--- src/rtl/tengigeth_loop_tester.sv ---
// -----------------------------------------------------------------------------
// tengigeth_loop_tester
//
// Traffic generator and checker for the ETH0 layer-2/layer-3 loopback turn.
// A run sends a burst of numbered test frames on soETH_Data, checks every
// frame that comes back on siETH_Data against a regenerated copy, and reports
// the outcome through MMIO counters and sticky flags.
//
// Ports
//   piETH_CoreClk      single clock for the whole block
//   piETH_CoreReset    synchronous, active-high reset
//   piMMIO_Start       run request, a rising edge starts a run
//   piMMIO_FrameLen    frame length in bytes (clamped to 60..1514)
//   piMMIO_FrameCnt    frames per run
//   piMMIO_ExpectSwap  returned frames expected with DA/SA exchanged
//   poMMIO_Busy        run in progress
//   poMMIO_Done        sticky end-of-run flag
//   poMMIO_Timeout     sticky flag, run ended by rx timeout
//   poMMIO_TxCnt       frames sent
//   poMMIO_RxCnt       frames received
//   poMMIO_ErrCnt      received frames containing an error
//   soETH_Data_*       generated frames (AXI4-Stream, 64-bit)
//   siETH_Data_*       returned frames (AXI4-Stream, 64-bit, never stalled)
// -----------------------------------------------------------------------------
module tengigeth_loop_tester #(
  parameter logic [47:0] gDstMac  = 48'h0002_0000_0002,
  parameter logic [47:0] gSrcMac  = 48'h0002_0000_0001,
  parameter logic [15:0] gTimeout = 16'hFFFF
) (
  input  logic        piETH_CoreClk,
  input  logic        piETH_CoreReset,
  input  logic        piMMIO_Start,
  input  logic [10:0] piMMIO_FrameLen,
  input  logic [15:0] piMMIO_FrameCnt,
  input  logic        piMMIO_ExpectSwap,
  output logic        poMMIO_Busy,
  output logic        poMMIO_Done,
  output logic        poMMIO_Timeout,
  output logic [15:0] poMMIO_TxCnt,
  output logic [15:0] poMMIO_RxCnt,
  output logic [15:0] poMMIO_ErrCnt,
  output logic [63:0] soETH_Data_tdata,
  output logic [7:0]  soETH_Data_tkeep,
  output logic        soETH_Data_tlast,
  output logic        soETH_Data_tvalid,
  input  logic        soETH_Data_tready,
  input  logic [63:0] siETH_Data_tdata,
  input  logic [7:0]  siETH_Data_tkeep,
  input  logic        siETH_Data_tlast,
  input  logic        siETH_Data_tvalid,
  output logic        siETH_Data_tready
);

  typedef enum logic [1:0] {IDLE, SEND, WAIT_RX, DONE} state_t;

  // Content of frame byte iIdx for sequence number iSeq.
  function automatic logic [7:0] fnByte(input logic [10:0] iIdx, input logic [15:0] iSeq,
                                        input logic [47:0] iDa, input logic [47:0] iSa);
    logic [7:0] v;
    case (iIdx)
      11'd0:   v = iDa[47:40];
      11'd1:   v = iDa[39:32];
      11'd2:   v = iDa[31:24];
      11'd3:   v = iDa[23:16];
      11'd4:   v = iDa[15:8];
      11'd5:   v = iDa[7:0];
      11'd6:   v = iSa[47:40];
      11'd7:   v = iSa[39:32];
      11'd8:   v = iSa[31:24];
      11'd9:   v = iSa[23:16];
      11'd10:  v = iSa[15:8];
      11'd11:  v = iSa[7:0];
      11'd12:  v = 8'h88;
      11'd13:  v = 8'hB5;
      11'd14:  v = iSeq[15:8];
      11'd15:  v = iSeq[7:0];
      default: v = iIdx[7:0];
    endcase
    return v;
  endfunction

  // One 64-bit word of a frame; lanes outside iKeep are driven as zero.
  function automatic logic [63:0] fnWord(input logic [7:0] iWord, input logic [15:0] iSeq,
                                         input logic [47:0] iDa, input logic [47:0] iSa,
                                         input logic [7:0] iKeep);
    logic [63:0] v;
    v = '0;
    for (int k = 0; k < 8; k++) begin
      if (iKeep[k]) v[8*k +: 8] = fnByte({iWord, 3'(k)}, iSeq, iDa, iSa);
    end
    return v;
  endfunction

  function automatic logic [15:0] fnSatInc(input logic [15:0] iVal);
    return (iVal == 16'hFFFF) ? iVal : iVal + 16'd1;
  endfunction

  state_t      r_state;
  logic        r_startD;
  logic        r_busy, r_done, r_timeout;
  logic [7:0]  r_words, r_lastKeep;
  logic [15:0] r_frameCnt;
  logic        r_swap;
  logic [15:0] r_idle;
  logic [7:0]  r_txWord;
  logic [15:0] r_txSeq;
  logic        r_txValid, r_txLast;
  logic [63:0] r_txData;
  logic [7:0]  r_txKeep;
  logic [15:0] r_txCnt, r_rxCnt, r_errCnt;
  logic [7:0]  r_rxWord;
  logic [15:0] r_rxSeq;
  logic        r_rxErr, r_rxDiscard;

  // Length clamp and word geometry of the length presented at start.
  logic [10:0] w_lenClamp, w_lenPlus;
  logic [7:0]  w_startWords, w_startLastKeep;
  logic        w_startEdge;

  assign w_lenClamp      = (piMMIO_FrameLen < 11'd60)   ? 11'd60 :
                           (piMMIO_FrameLen > 11'd1514) ? 11'd1514 : piMMIO_FrameLen;
  assign w_lenPlus       = w_lenClamp + 11'd7;
  assign w_startWords    = w_lenPlus[10:3];
  assign w_startLastKeep = (w_lenClamp[2:0] == 3'd0) ? 8'hFF : ((8'd1 << w_lenClamp[2:0]) - 8'd1);
  assign w_startEdge     = piMMIO_Start & ~r_startD;

  // Word that follows the one currently presented on the tx stream.
  logic [7:0]  w_txNextWord, w_txNextKeep;
  logic [15:0] w_txNextSeq, w_txCntInc;
  logic        w_txNextLast, w_txFire;
  logic [63:0] w_txNextData, w_txFirstData;

  assign w_txNextWord  = r_txLast ? 8'd0 : r_txWord + 8'd1;
  assign w_txNextSeq   = r_txLast ? r_txSeq + 16'd1 : r_txSeq;
  assign w_txNextLast  = (w_txNextWord == r_words - 8'd1);
  assign w_txNextKeep  = w_txNextLast ? r_lastKeep : 8'hFF;
  assign w_txNextData  = fnWord(w_txNextWord, w_txNextSeq, gDstMac, gSrcMac, w_txNextKeep);
  assign w_txFirstData = fnWord(8'd0, 16'd0, gDstMac, gSrcMac, 8'hFF);
  assign w_txFire      = r_txValid & soETH_Data_tready;
  assign w_txCntInc    = fnSatInc(r_txCnt);

  // Expected word for the current rx position, with optional DA/SA swap.
  logic [47:0] w_expDa, w_expSa;
  logic        w_rxLastW, w_rxFire, w_rxBad, w_rxFrameBad;
  logic [7:0]  w_rxExpKeep, w_rxLaneBad;
  logic [63:0] w_rxExpData;

  assign w_expDa      = r_swap ? gSrcMac : gDstMac;
  assign w_expSa      = r_swap ? gDstMac : gSrcMac;
  assign w_rxLastW    = (r_rxWord == r_words - 8'd1);
  assign w_rxExpKeep  = w_rxLastW ? r_lastKeep : 8'hFF;
  assign w_rxExpData  = fnWord(r_rxWord, r_rxSeq, w_expDa, w_expSa, 8'hFF);
  assign w_rxFire     = siETH_Data_tvalid & r_busy;

  // Only lanes that both sides consider valid are compared byte-wise; a keep
  // disagreement is flagged on its own.
  always_comb begin
    w_rxLaneBad = '0;
    for (int k = 0; k < 8; k++) begin
      w_rxLaneBad[k] = siETH_Data_tkeep[k] & w_rxExpKeep[k] &
                       (siETH_Data_tdata[8*k +: 8] != w_rxExpData[8*k +: 8]);
    end
  end

  assign w_rxBad      = (|w_rxLaneBad) | (siETH_Data_tkeep != w_rxExpKeep) |
                        (siETH_Data_tlast != w_rxLastW);
  assign w_rxFrameBad = r_rxDiscard | r_rxErr | w_rxBad;

  // Run control and tx generator. WAIT_RX checks the registered rx count so
  // a frame counted in the same cycle is seen one cycle later.
  always_ff @(posedge piETH_CoreClk) begin
    if (piETH_CoreReset) begin
      r_state    <= IDLE;
      r_startD   <= 1'b0;
      r_busy     <= 1'b0;
      r_done     <= 1'b0;
      r_timeout  <= 1'b0;
      r_words    <= '0;
      r_lastKeep <= '0;
      r_frameCnt <= '0;
      r_swap     <= 1'b0;
      r_idle     <= '0;
      r_txWord   <= '0;
      r_txSeq    <= '0;
      r_txValid  <= 1'b0;
      r_txLast   <= 1'b0;
      r_txData   <= '0;
      r_txKeep   <= '0;
      r_txCnt    <= '0;
    end else begin
      r_startD <= piMMIO_Start;
      case (r_state)
        IDLE: begin
          if (w_startEdge) begin
            r_done     <= 1'b0;
            r_timeout  <= 1'b0;
            r_txCnt    <= '0;
            r_idle     <= '0;
            r_words    <= w_startWords;
            r_lastKeep <= w_startLastKeep;
            r_frameCnt <= piMMIO_FrameCnt;
            r_swap     <= piMMIO_ExpectSwap;
            r_busy     <= 1'b1;
            r_txWord   <= '0;
            r_txSeq    <= '0;
            if (piMMIO_FrameCnt == 16'd0) begin
              r_state <= WAIT_RX;
            end else begin
              r_state   <= SEND;
              r_txValid <= 1'b1;
              r_txData  <= w_txFirstData;
              r_txKeep  <= 8'hFF;
              r_txLast  <= 1'b0;
            end
          end
        end
        SEND: begin
          if (w_txFire) begin
            if (r_txLast) r_txCnt <= w_txCntInc;
            if (r_txLast && (w_txCntInc == r_frameCnt)) begin
              r_state   <= WAIT_RX;
              r_txValid <= 1'b0;
              r_txData  <= '0;
              r_txKeep  <= '0;
              r_txLast  <= 1'b0;
            end else begin
              r_txWord <= w_txNextWord;
              r_txSeq  <= w_txNextSeq;
              r_txData <= w_txNextData;
              r_txKeep <= w_txNextKeep;
              r_txLast <= w_txNextLast;
            end
          end
        end
        WAIT_RX: begin
          if (r_rxCnt == r_frameCnt) begin
            r_state <= DONE;
            r_busy  <= 1'b0;
            r_done  <= 1'b1;
          end else if (w_rxFire) begin
            r_idle <= '0;
          end else if (r_idle == gTimeout - 16'd1) begin
            r_state   <= DONE;
            r_busy    <= 1'b0;
            r_done    <= 1'b1;
            r_timeout <= 1'b1;
          end else begin
            r_idle <= r_idle + 16'd1;
          end
        end
        default: begin
          r_state <= IDLE;
        end
      endcase
    end
  end

  // Rx checker. A frame missing tlast at its last word is marked bad and the
  // rest of it is dropped until tlast, which is where it gets counted.
  always_ff @(posedge piETH_CoreClk) begin
    if (piETH_CoreReset) begin
      r_rxCnt     <= '0;
      r_errCnt    <= '0;
      r_rxWord    <= '0;
      r_rxSeq     <= '0;
      r_rxErr     <= 1'b0;
      r_rxDiscard <= 1'b0;
    end else if ((r_state == IDLE) && w_startEdge) begin
      r_rxCnt     <= '0;
      r_errCnt    <= '0;
      r_rxWord    <= '0;
      r_rxSeq     <= '0;
      r_rxErr     <= 1'b0;
      r_rxDiscard <= 1'b0;
    end else if (w_rxFire) begin
      if (siETH_Data_tlast) begin
        r_rxCnt     <= fnSatInc(r_rxCnt);
        if (w_rxFrameBad) r_errCnt <= fnSatInc(r_errCnt);
        r_rxWord    <= '0;
        r_rxSeq     <= r_rxSeq + 16'd1;
        r_rxErr     <= 1'b0;
        r_rxDiscard <= 1'b0;
      end else if (r_rxDiscard) begin
        r_rxDiscard <= 1'b1;
      end else if (w_rxLastW) begin
        r_rxDiscard <= 1'b1;
        r_rxErr     <= 1'b1;
      end else begin
        r_rxWord <= r_rxWord + 8'd1;
        r_rxErr  <= r_rxErr | w_rxBad;
      end
    end
  end

  assign poMMIO_Busy       = r_busy;
  assign poMMIO_Done       = r_done;
  assign poMMIO_Timeout    = r_timeout;
  assign poMMIO_TxCnt      = r_txCnt;
  assign poMMIO_RxCnt      = r_rxCnt;
  assign poMMIO_ErrCnt     = r_errCnt;
  assign soETH_Data_tdata  = r_txData;
  assign soETH_Data_tkeep  = r_txKeep;
  assign soETH_Data_tlast  = r_txLast;
  assign soETH_Data_tvalid = r_txValid;
  assign siETH_Data_tready = 1'b1;

endmodule

--- config.mk ---
export PLATFORM = sky130hd
export DESIGN_NAME = tengigeth_loop_tester
export DESIGN_NICKNAME = d
export VERILOG_FILES = /design/src/rtl/tengigeth_loop_tester.sv
export SDC_FILE = /design/constraint.sdc
export NUM_CORES = 1
export LEC_CHECK = 0
export BUFFER_PORTS_ARGS = -buffer_cell sky130_fd_sc_hd__buf_2
export CAP_MARGIN = 20
export CORE_ASPECT_RATIO = 0.7
export CORE_MARGIN = 2
export CORE_UTILIZATION = 40
export DETAILED_ROUTE_END_ITERATION = 8
export PLACE_DENSITY = 0.72
export SLEW_MARGIN = 20
export SYNTH_ARGS = -nofsm -noshare
export SYNTH_HDL_FRONTEND = slang
export SYNTH_SLANG_ARGS = --single-unit
--- constraint.sdc ---
create_clock -name piETH_CoreClk -period 4 [get_ports piETH_CoreClk]
set_input_delay 1 -clock piETH_CoreClk [delete_from_list [all_inputs] [get_ports piETH_CoreClk]]
set_output_delay 1 -clock piETH_CoreClk [all_outputs]
set_load 0.005 [all_outputs]
After elaboration in Yosys (flattened, before gate mapping):

Index checks and enable logic that the tools add are counted.

* input bits: 106
* bits in registers: 227
* logic and storage cells: 224
* output and inout bits: 126

* reduce and logical (&&, ||, !) cells: 26
* magnitude comparators: 2
* bitwise logic cells: 27
* shift operators: 1
* multiplexer cells: 98
* equal/unequal tests: 36
* add/subtract/negate cells: 11

Operators by type and width (number)
* $mux 64: 4
* $pmux 8 s2: 16
* $mux 8: 24
* $mux 16: 10
* $pmux 64 s2: 1
* $add 16x1->16 const B: 6
* $pmux 16 s2: 3
* $ne 8x8->1: 9
* $eq 16x16->1 const B: 4
* $eq 16x16->1: 2
* $reduce_and 4->1: 6
* $mux 1: 23
* $mux 11: 2
* $ne 2x2->1 const B: 11
* $and 1x1->1: 19
* $mux 2: 9
* $add 8x1->8 const B: 2
* $eq 8x1->1 const B: 2
* $eq 8x8->1: 2
* $logic_not 16->1: 1
* $logic_not 8->1: 2
* $sub 8x1->8 const B: 2
* $reduce_and 5->1: 3
* $add 11x3->11 const B: 1
* other kinds (19): 37

Logic depth before layout (Yosys ltp):

Gate-level depths: netlist of the first run.

* depth after elaboration: 12
* mapped depth: 18
* depth with buffers taken out: 16

Worst setup path before layout of the first run:

No wires, ideal clock.

* path kind: flip-flop to flip-flop
* from: register r_rxWord[2]
* to: register r_errCnt[1], in the netlist poMMIO_ErrCnt[1]
* data arrival time: 3.832 ns
* path buffers: 3
* data required time: 3.872 ns
* slack: 0.041 ns
* clock period less this slack: 3.959 ns
* library setup time: 0.128 ns
* cell stages (with the launch flop): 18
* cell sequence: dfxtp_1 -> buf_1 -> clkinv_1 -> xnor2_1 -> nand3_1 -> nor3_1 -> nand4_1 -> or2_2 -> ha_1 -> nor4_1 -> nand4b_1 -> a2111oi_2 -> nand4b_1 -> o21ai_2 -> buf_6 -> buf_6 -> mux2i_1 -> nor2_1

* word-level cells in the longest chain between the ends: 9
* elaborated cells between the ends (all ways): 43
* classes of those cells: eq/ne: 12; mux: 9; bitwise: 19; reduce/logical: 3

RTL lines
* start: declaration: line 111 `logic [7:0] r_rxWord;`
* start signal: assignment: line 289 `r_rxWord <= r_rxWord + 8'd1;`
* $eq 8x1->1, or another cell as far along: line 60 `case (iIdx)`
* $pmux 8 s2 or $mux 8 (tied branches): line 60, 151
* $ne 8x8->1 or $and 1x1->1 (tied branches): line 161, 160
* $and 1x1->1: line 160 `w_rxLaneBad[k] = siETH_Data_tkeep[k] & w_rxExpKeep[k] &`
* $reduce_or 8->1: line 165 `assign w_rxBad = (|w_rxLaneBad) | (siETH_Data_tkeep != w_rxExpKeep) |`
* $or 1x1->1: line 165
* $or 1x1->1 (*): line 165
* $or 1x1->1 (*): line 167 `assign w_rxFrameBad = r_rxDiscard | r_rxErr | w_rxBad;`
* $reduce_and 4->1 (no source line) (*)
* end signal: assignment: line 278 `if (w_rxFrameBad) r_errCnt <= fnSatInc(r_errCnt);`
* end: declaration: line 110 `logic [15:0] r_txCnt, r_rxCnt, r_errCnt;`

Every way passes the cells marked *; elsewhere a longest branch is shown, timed or not.
A chain may end at the register's enable or synchronous reset.

Final worst setup path of the first run:

* from: register r_words[0]
* to: register r_errCnt[1], in the netlist poMMIO_ErrCnt[1]

* word-level cells in the longest chain between the ends: 10
* elaborated cells between the ends (all ways): 26
* classes of those cells: add/sub: 1; eq/ne: 3; mux: 1; bitwise: 19; reduce/logical: 2

RTL lines
* start: declaration: line 101 `logic [7:0] r_words, r_lastKeep;`
* start signal: assignment: line 199 `r_words <= w_startWords;`
* $sub 8x1->8 (*): line 150 `assign w_rxLastW = (r_rxWord == r_words - 8'd1);`
* $eq 8x8->1 (*): line 150
* $mux 8: line 151 `assign w_rxExpKeep = w_rxLastW ? r_lastKeep : 8'hFF;`
* $and 1x1->1 (2 in a row): line 160
* $reduce_or 8->1: line 165
* $or 1x1->1: line 165
* $or 1x1->1 (*): line 165
* $or 1x1->1 (*): line 167
* $reduce_and 4->1 (no source line) (*)

Marks and branches as above.

==> flow_summary.json, run 1 <==
{
  "outcome": "complete, no violations",
  "cts-root-buf": "clkbuf_16",
  "finalSetupTns_ps": 0,
  "drc_errors": 0,
  "grt_max_degree": 62,
  "start_util": 0.406,
  "power_leakage_nw": 5.90,
  "ys.flop_type": "dfxtp_1",
  "path_common_cell": "nand4b_1",
  "period_share": 0.959,
  "wl_per_cell_um": 18.1,
  "ys_seq_elements": 217,
  "yosysSeqAreaShare": 0.342,
  "overflow": 0,
  "dp.cells": 2230,
  "nets": 1974,
  "worst-setup-path-type": "reg2reg",
  "place_ws_ps": -120,
  "insertion_delay_ps": 540,
  "yosys_warnings": 0,
  "worst_pin_slew_ps": 882,
  "vdd_drop_max_mv": 0.308,
  "die_area_sq_mm": 0.0332,
  "synthCells": 1628,
  "synthSimpleGateAreaFrac": 0.250,
  "max_freq_mhz": 261,
  "clockBufferDepth": 3,
  "synth_top_family_by_area": "simple AND/OR/NAND/NOR gates",
  "min_path_type": "reg2reg",
  "path_cells": "inv_1 -> ha_2 -> xnor2_2 -> xnor2_1 -> nand3_1 -> nor3_2 -> nand4_1 -> buf_4 -> or2_4 -> ha_1 -> nor4_2 -> nand4b_1 -> a2111oi_4 -> nand4b_1 -> o21ai_4 -> buf_12 -> mux2i_2 -> nor2_1",
  "die_y_um": 153,
  "num_rows": 54,
  "drt-initial-drc-count": 1212,
  "grt_pass1_wl_um": 64200,
  "setup.worst_path.start_class": "register",
  "cp_top_family": "simple AND/OR/NAND/NOR gates",
  "end_kind": "register",
  "cts_made_buffers": 24,
  "via_per_inst": 5.77,
  "power.density_mw_per_mm2": 440,
  "grt_usage": 0.237,
  "finalSetupViolCount": 0,
  "n_antenna_cell": 0,
  "fp.dieW_um": 217,
  "cpPeakStageDelay_ps": 320,
  "synth_compound_area_frac": 0.218,
  "skew_ps": 12.3,
  "wirelength_um": 41300,
  "clkSinkCount": 217,
  "whs_ps": 450,
  "slew_headroom": 0.411,
  "postRouteAntennaNets": 0,
  "path_buf_inv": 3,
  "portBuffers": 221,
  "synth_xor_area_frac": 0.108,
  "drv_slew": 0,
  "netlist_area_sq_mm": 0.0127,
  "synth_edf_count": 0,
  "crit_required_ps": 4420,
  "cp.arrival_ps": 4250,
  "stdcell_count": 2278,
  "drive_gt1_frac": 0.198,
  "yosys.cell_types.count": 83,
  "hpwl_um": 30100,
  "async_flop_share": 0,
  "cts_max_level": 1,
  "antenna_found_initial": 0,
  "synthAdderAreaFrac": 0.0266,
  "finalHoldViolations": 0,
  "power_w": 0.00671,
  "dr_total_vias": 13100,
  "grt_pass1_vias": 11900,
  "period_minus_slack_ps": 3830,
  "clk_pin_slew_ps": 60,
  "maxCapViolations": 0,
  "first_pass_iters": 6,
  "finalWeightedCongestion": 0.998,
  "syn_avg_cell_area_sq_um": 7.79,
  "syn_to_final_growth_pct": 20.3,
  "critPathSlowestCell": "dfxtp_1",
  "ioPinCount": 232,
  "setup_ws_ps": 166,
  "cts_tree": "built",
  "critical_path_peak_fanout": 8,
  "core_area_sq_mm": 0.0312,
  "synthMuxAreaShare": 0.00799
}
-- repair_timing --
item / 4_1_cts / 5_1_grt
pin swaps: 5 / 4
gates resized for setup: 6 / 12
hold buffers: 0 / 0
gates cloned: 0 / 2
buffers inserted: 1 / 2
endpoints found under the setup margin: 16 / 16
-- per-stage QoR --
stage | instance area [sq um] | util
after floorplan | 12700 | -
after global placement | 14300 | 0.460
after detailed placement | 14300 | 0.460
after CTS | 15100 | 0.485
after global routing | 15300 | 0.489
final | 15300 | 0.489
-- worst paths after layout --
kind | from | end | slack (ps) | cells after the start
worst min register to register | soETH_Data_tdata[6] | soETH_Data_tdata[6] | 450 | 2
worst min-delay path | soETH_Data_tdata[6] | soETH_Data_tdata[6] | 450 | 2
worst max-delay path | r_words[0] | poMMIO_ErrCnt[1] | 170 | 18
worst max register to register | r_words[0] | poMMIO_ErrCnt[1] | 170 | 18
-- per-layer routing --
metal / global-route usage / up-vias / part of all wire
met2: 0.355 / 617 / 0.43
met3: 0.0392 / 59 / 0.092
met5: 0 / - / 0
met1: 0.351 / 6185 / 0.46
met4: 0.0594 / 0 / 0.023
li1: - / 6285 / -
-- Yosys cell counts, types with 8 or more instances --
master	instances	area, sq um
and3_1	27	169
nor4_1	27	169
buf_4	11	82.6
a21o_1	12	90.1
nor2b_1	15	93.8
a31oi_1	19	119
nor2_1	135	507
dfxtp_1	217	4340
a211oi_1	13	97.6
o31ai_1	8	60.1
or4_1	21	158
nand2_1	191	717
or2_2	13	81.3
ha_1	27	338
nor3_1	37	185
xnor2_1	74	648
o21ai_0	80	400
nand2b_1	12	75.1
a22oi_1	11	82.6
nand3_1	63	315
inv_1	25	93.8
mux2i_1	9	90.1
clkbuf_1	76	285
buf_2	9	45.0
or3_1	26	163
o211ai_1	48	360
xor2_1	82	718
nand4_1	34	213
a32o_1	8	80.1
a21oi_1	169	846
-- tightest hold or removal path, delay by kind of cell, from the launching register on --
family           cells  cell delay [ps]
AND/OR/NAND/NOR      1               50
AO/OA/AOI/OAI        1               50
flip-flops           1              300
-- report_power, final --
group	internal (W)	switching [W]
Combinational	0.000741	0.00134
Sequential	0.00232	0.000195
Clock	0.00120	0.000919
Total	0.00426	0.00245
-- logic make-up after synthesis --
logic type	count (synthesis)
other	2
xor gates and xnor gates	156
DFF	217
AOI/OAI and AO/OA	440
muxes	10
and+or+nand+nor	641
buffers and inverters	135
adders and majority gates	27
-- flip-flops by register name, indices dropped and copies added, names as in the netlist, 2 cells and up --
signal and cells:
r_words 8, r_state 2, r_txSeq 16, r_frameCnt 16, poMMIO_ErrCnt 16, r_idle 16
poMMIO_RxCnt 16, r_rxWord 8, soETH_Data_tkeep 8, r_lastKeep 8, poMMIO_TxCnt 16, soETH_Data_tdata 54
r_rxSeq 16, r_txWord 8
-- area by class of cell --
class	count	area (sq um)
fillers	3093	15900
multi-input cells	1284	7890
flip-flops and latches	217	4340
repair buffers	287	1660
clock buffers	36	696
well taps	420	526
inverters	27	101
clock inverters	7	46.3
-- placed cells by master, fill, tap and decap left out, types with 10 or more instances in the layout --
cell / Yosys / routed
a211oi_1: 13 / 13
a21o_1: 12 / 12
a21oi_1: 169 / 169
a22oi_1: 11 / 11
a31oi_1: 19 / 19
and3_1: 27 / 27
buf_2: 9 / 220
buf_4: 11 / 63
clkbuf_16: 0 / 26
conb_1: 2 / 10
dfxtp_1: 217 / 217
ha_1: 27 / 25
inv_1: 25 / 25
nand2_1: 191 / 190
nand2b_1: 12 / 12
nand3_1: 63 / 62
nand4_1: 34 / 34
nor2_1: 135 / 135
nor2b_1: 15 / 15
nor3_1: 37 / 34
nor4_1: 27 / 24
o211ai_1: 48 / 48
o21ai_0: 80 / 80
or2_2: 13 / 10
or3_1: 26 / 26
or4_1: 21 / 21
xnor2_1: 74 / 72
xor2_1: 82 / 81
(Power assumes the default switching activity.)
==> inputs of run 2 (changes only) <==
--- a/config.mk
+++ b/config.mk
@@ -6,11 +6,14 @@
 export NUM_CORES = 1
 export LEC_CHECK = 0
+export ABC_CLOCK_PERIOD_IN_PS = 4000
 export BUFFER_PORTS_ARGS = -buffer_cell sky130_fd_sc_hd__buf_2
 export CAP_MARGIN = 20
+export CELL_PAD_IN_SITES_DETAIL_PLACEMENT = 0
+export CELL_PAD_IN_SITES_GLOBAL_PLACEMENT = 1
 export CORE_ASPECT_RATIO = 0.7
 export CORE_MARGIN = 2
-export CORE_UTILIZATION = 40
+export CORE_UTILIZATION = 37
 export DETAILED_ROUTE_END_ITERATION = 8
-export PLACE_DENSITY = 0.72
+export PLACE_DENSITY = 0.85
 export SLEW_MARGIN = 20
 export SYNTH_ARGS = -nofsm -noshare
==> constraint.sdc (replaced) <==
create_clock -name piETH_CoreClk -period 4 [get_ports piETH_CoreClk]
set_input_delay 0.2 -clock piETH_CoreClk [delete_from_list [all_inputs] [get_ports piETH_CoreClk]]
set_output_delay 0.2 -clock piETH_CoreClk [all_outputs]
set_load 0.005 [all_outputs]
==> run 2 against run 1 <==
  * The flow now finishes with violations (negative setup slack)
  * Combinational power about the same
  * Global-route usage down 1.7 points
  * Final cell count up 1.9%
  * Routed wire length down 0.33%
  * Sequential power about the same
  * Sequential cell count unchanged
  * Total power up 5.1%
  * Worst hold slack worse by 430 ps
  * First-iteration DRC count down 7.9%
  * Die area up 7.9%
  * Clock power up 16%
  * Utilization down 2.1 points
==> flow_summary.json, run 2 (same netlist as run 1, synthesis figures left out) <==
{
  "power.density_mw_per_mm2": 448,
  "violations": "negative setup slack",
  "ioPinCount": 232,
  "finalSetupTns_ps": -13.5,
  "period_minus_slack_ps": 4010,
  "cp_top_family": "simple AND/OR/NAND/NOR gates",
  "grt_usage": 0.220,
  "whs_ps": 22.9,
  "die_y_um": 159,
  "setup.worst_path.start_class": "register",
  "max_freq_mhz": 249,
  "cts_tree": "built",
  "wl_per_cell_um": 17.7,
  "grt_max_degree": 75,
  "critical_path_peak_fanout": 5,
  "power_w": 0.00706,
  "antenna_found_initial": 3,
  "outcome": "finished, violations left",
  "drt-initial-drc-count": 1116,
  "via_per_inst": 5.63,
  "slew_headroom": 0.360,
  "cts_max_level": 1,
  "vdd_drop_max_mv": 0.315,
  "core_area_sq_mm": 0.0336,
  "clk_pin_slew_ps": 60,
  "finalWeightedCongestion": 0.971,
  "grt_pass1_wl_um": 64700,
  "wirelength_um": 41200,
  "start_util": 0.377,
  "largest_reg_flops": 54,
  "drc_errors": 0,
  "maxCapViolations": 0,
  "cts-root-buf": "clkbuf_16",
  "die_area_sq_mm": 0.0358,
  "cp.arrival_ps": 4440,
  "critPathSlowestCell": "o21ai_4",
  "nets": 1999,
  "finalHoldViolations": 0,
  "skew_ps": 15.0,
  "final_cell_mix": "221 x buf_2, 215 x dfxtp_1, 190 x nand2_1",
  "syn_to_final_growth_pct": 24.1,
  "clkSinkCount": 217,
  "power_leakage_nw": 6.08,
  "dr_total_vias": 13100,
  "drive_gt1_frac": 0.206,
  "fp.dieW_um": 225,
  "first_pass_iters": 6,
  "end_kind": "register",
  "overflow": 0,
  "path_buf_inv": 4,
  "cpPeakStageDelay_ps": 340,
  "worst_pin_slew_ps": 958,
  "path_cells": "inv_1 -> ha_2 -> xnor2_2 -> xnor2_1 -> nand3_1 -> nor3_2 -> nand4_1 -> buf_6 -> or2_4 -> ha_4 -> nor4_4 -> nand4b_1 -> a2111oi_2 -> buf_4 -> nand4b_1 -> o21ai_4 -> clkbuf_16 -> nor4_2 -> o21a_1",
  "finalSetupViolCount": 1,
  "setup_ws_ps": -13.5,
  "cts_made_buffers": 24,
  "hpwl_um": 29900,
  "clockBufferDepth": 3,
  "postRouteAntennaNets": 0,
  "rsz0062_at_grt": "yes",
  "num-fill-cells": 3336,
  "drv_slew": 0,
  "path_common_cell": "nand4b_1",
  "worst-setup-path-type": "reg2reg",
  "period_share": 1.00,
  "crit_required_ps": 4430,
  "insertion_delay_ps": 540,
  "portBuffers": 221,
  "grt_pass1_vias": 12000,
  "num_rows": 56,
  "final_common_cell": "buf_2",
  "min_path_type": "in2reg"
}
## run 2: changes by cell type in the layout (fill, tap and decap cells not counted), sizes merged
cell	delta
bufinv	+5
buf	+7
dlygate4sd3	+18
clkinvlp	+1
diode	+3
clkbuf	-6
## run 2: metal layers
layer  global-route usage  routed length, um  vias up
met5                    0                  0        -
met2                0.344              18100      466
met3               0.0330               2770       65
met4               0.0491                886        0
met1                0.317              19400     6190
li1                     -                  -     6337
## run 2: what timing repair did
item | CTS | global route
pin swaps | 2 | 12
hold endpoints to repair | 18 | 0
resized for setup | 3 | 29
hold buffers | 18 | 0
setup buffers | 0 | 2
setup endpoints to repair | 11 | 81
cloned | 0 | 3
## run 2: worst reg2reg max path: cells and delay by family (launching register included)
family | cells | cell delay [ps]
and+or+nand+nor | 8 | 1390
AOI/OAI and AO/OA | 3 | 820
buffers and inverters | 4 | 610
adders and majority gates | 2 | 420
xor gates and xnor gates | 2 | 350
DFF | 1 | 330
## run 2: cell type report
cell class,instances,area (sq um),area share
multi-input combinational,1284,7970,0.506
clock buffer,30,663,0.0421
clock inverter,13,208,0.0132
sequential,217,4350,0.276
inverter,27,101,0.00644
tap,435,544,0.0346
antenna,3,7.51,0.000477
timing repair buffer,312,1900,0.121
## run 2: through the flow
step | std cells | util | worst slack, ps | instance area, sq um
6_report | 2321 | 0.468 | -13.5 | 15700
5_1_grt | 2321 | 0.468 | -244 | 15700
4_1_cts | 2313 | 0.461 | 116 | 15500
3_5_place_dp | 2252 | 0.429 | -38.8 | 14400
3_3_place_gp | 2252 | 0.429 | 43.4 | 14400
2_1_floorplan | 1636 | - | 40.8 | 12700
## run 2: power by group
part           switching, W  leakage (nW)  internal (W)
Combinational       0.00133          3.90      0.000761
Sequential         0.000193          1.76       0.00232
Clock              0.000954         0.428       0.00150
## run 2: path summary, 6_finish.rpt
check | startpoint | endpoint | slack [ps] | depth (start not counted)
setup / recovery | r_words[1] | poMMIO_ErrCnt[10] | -10 | 19
hold / removal | siETH_Data_tvalid | r_rxDiscard | 20 | 3
setup reg to reg | r_words[1] | poMMIO_ErrCnt[10] | -10 | 19
hold reg to reg | soETH_Data_tdata[25] | soETH_Data_tdata[25] | 450 | 2
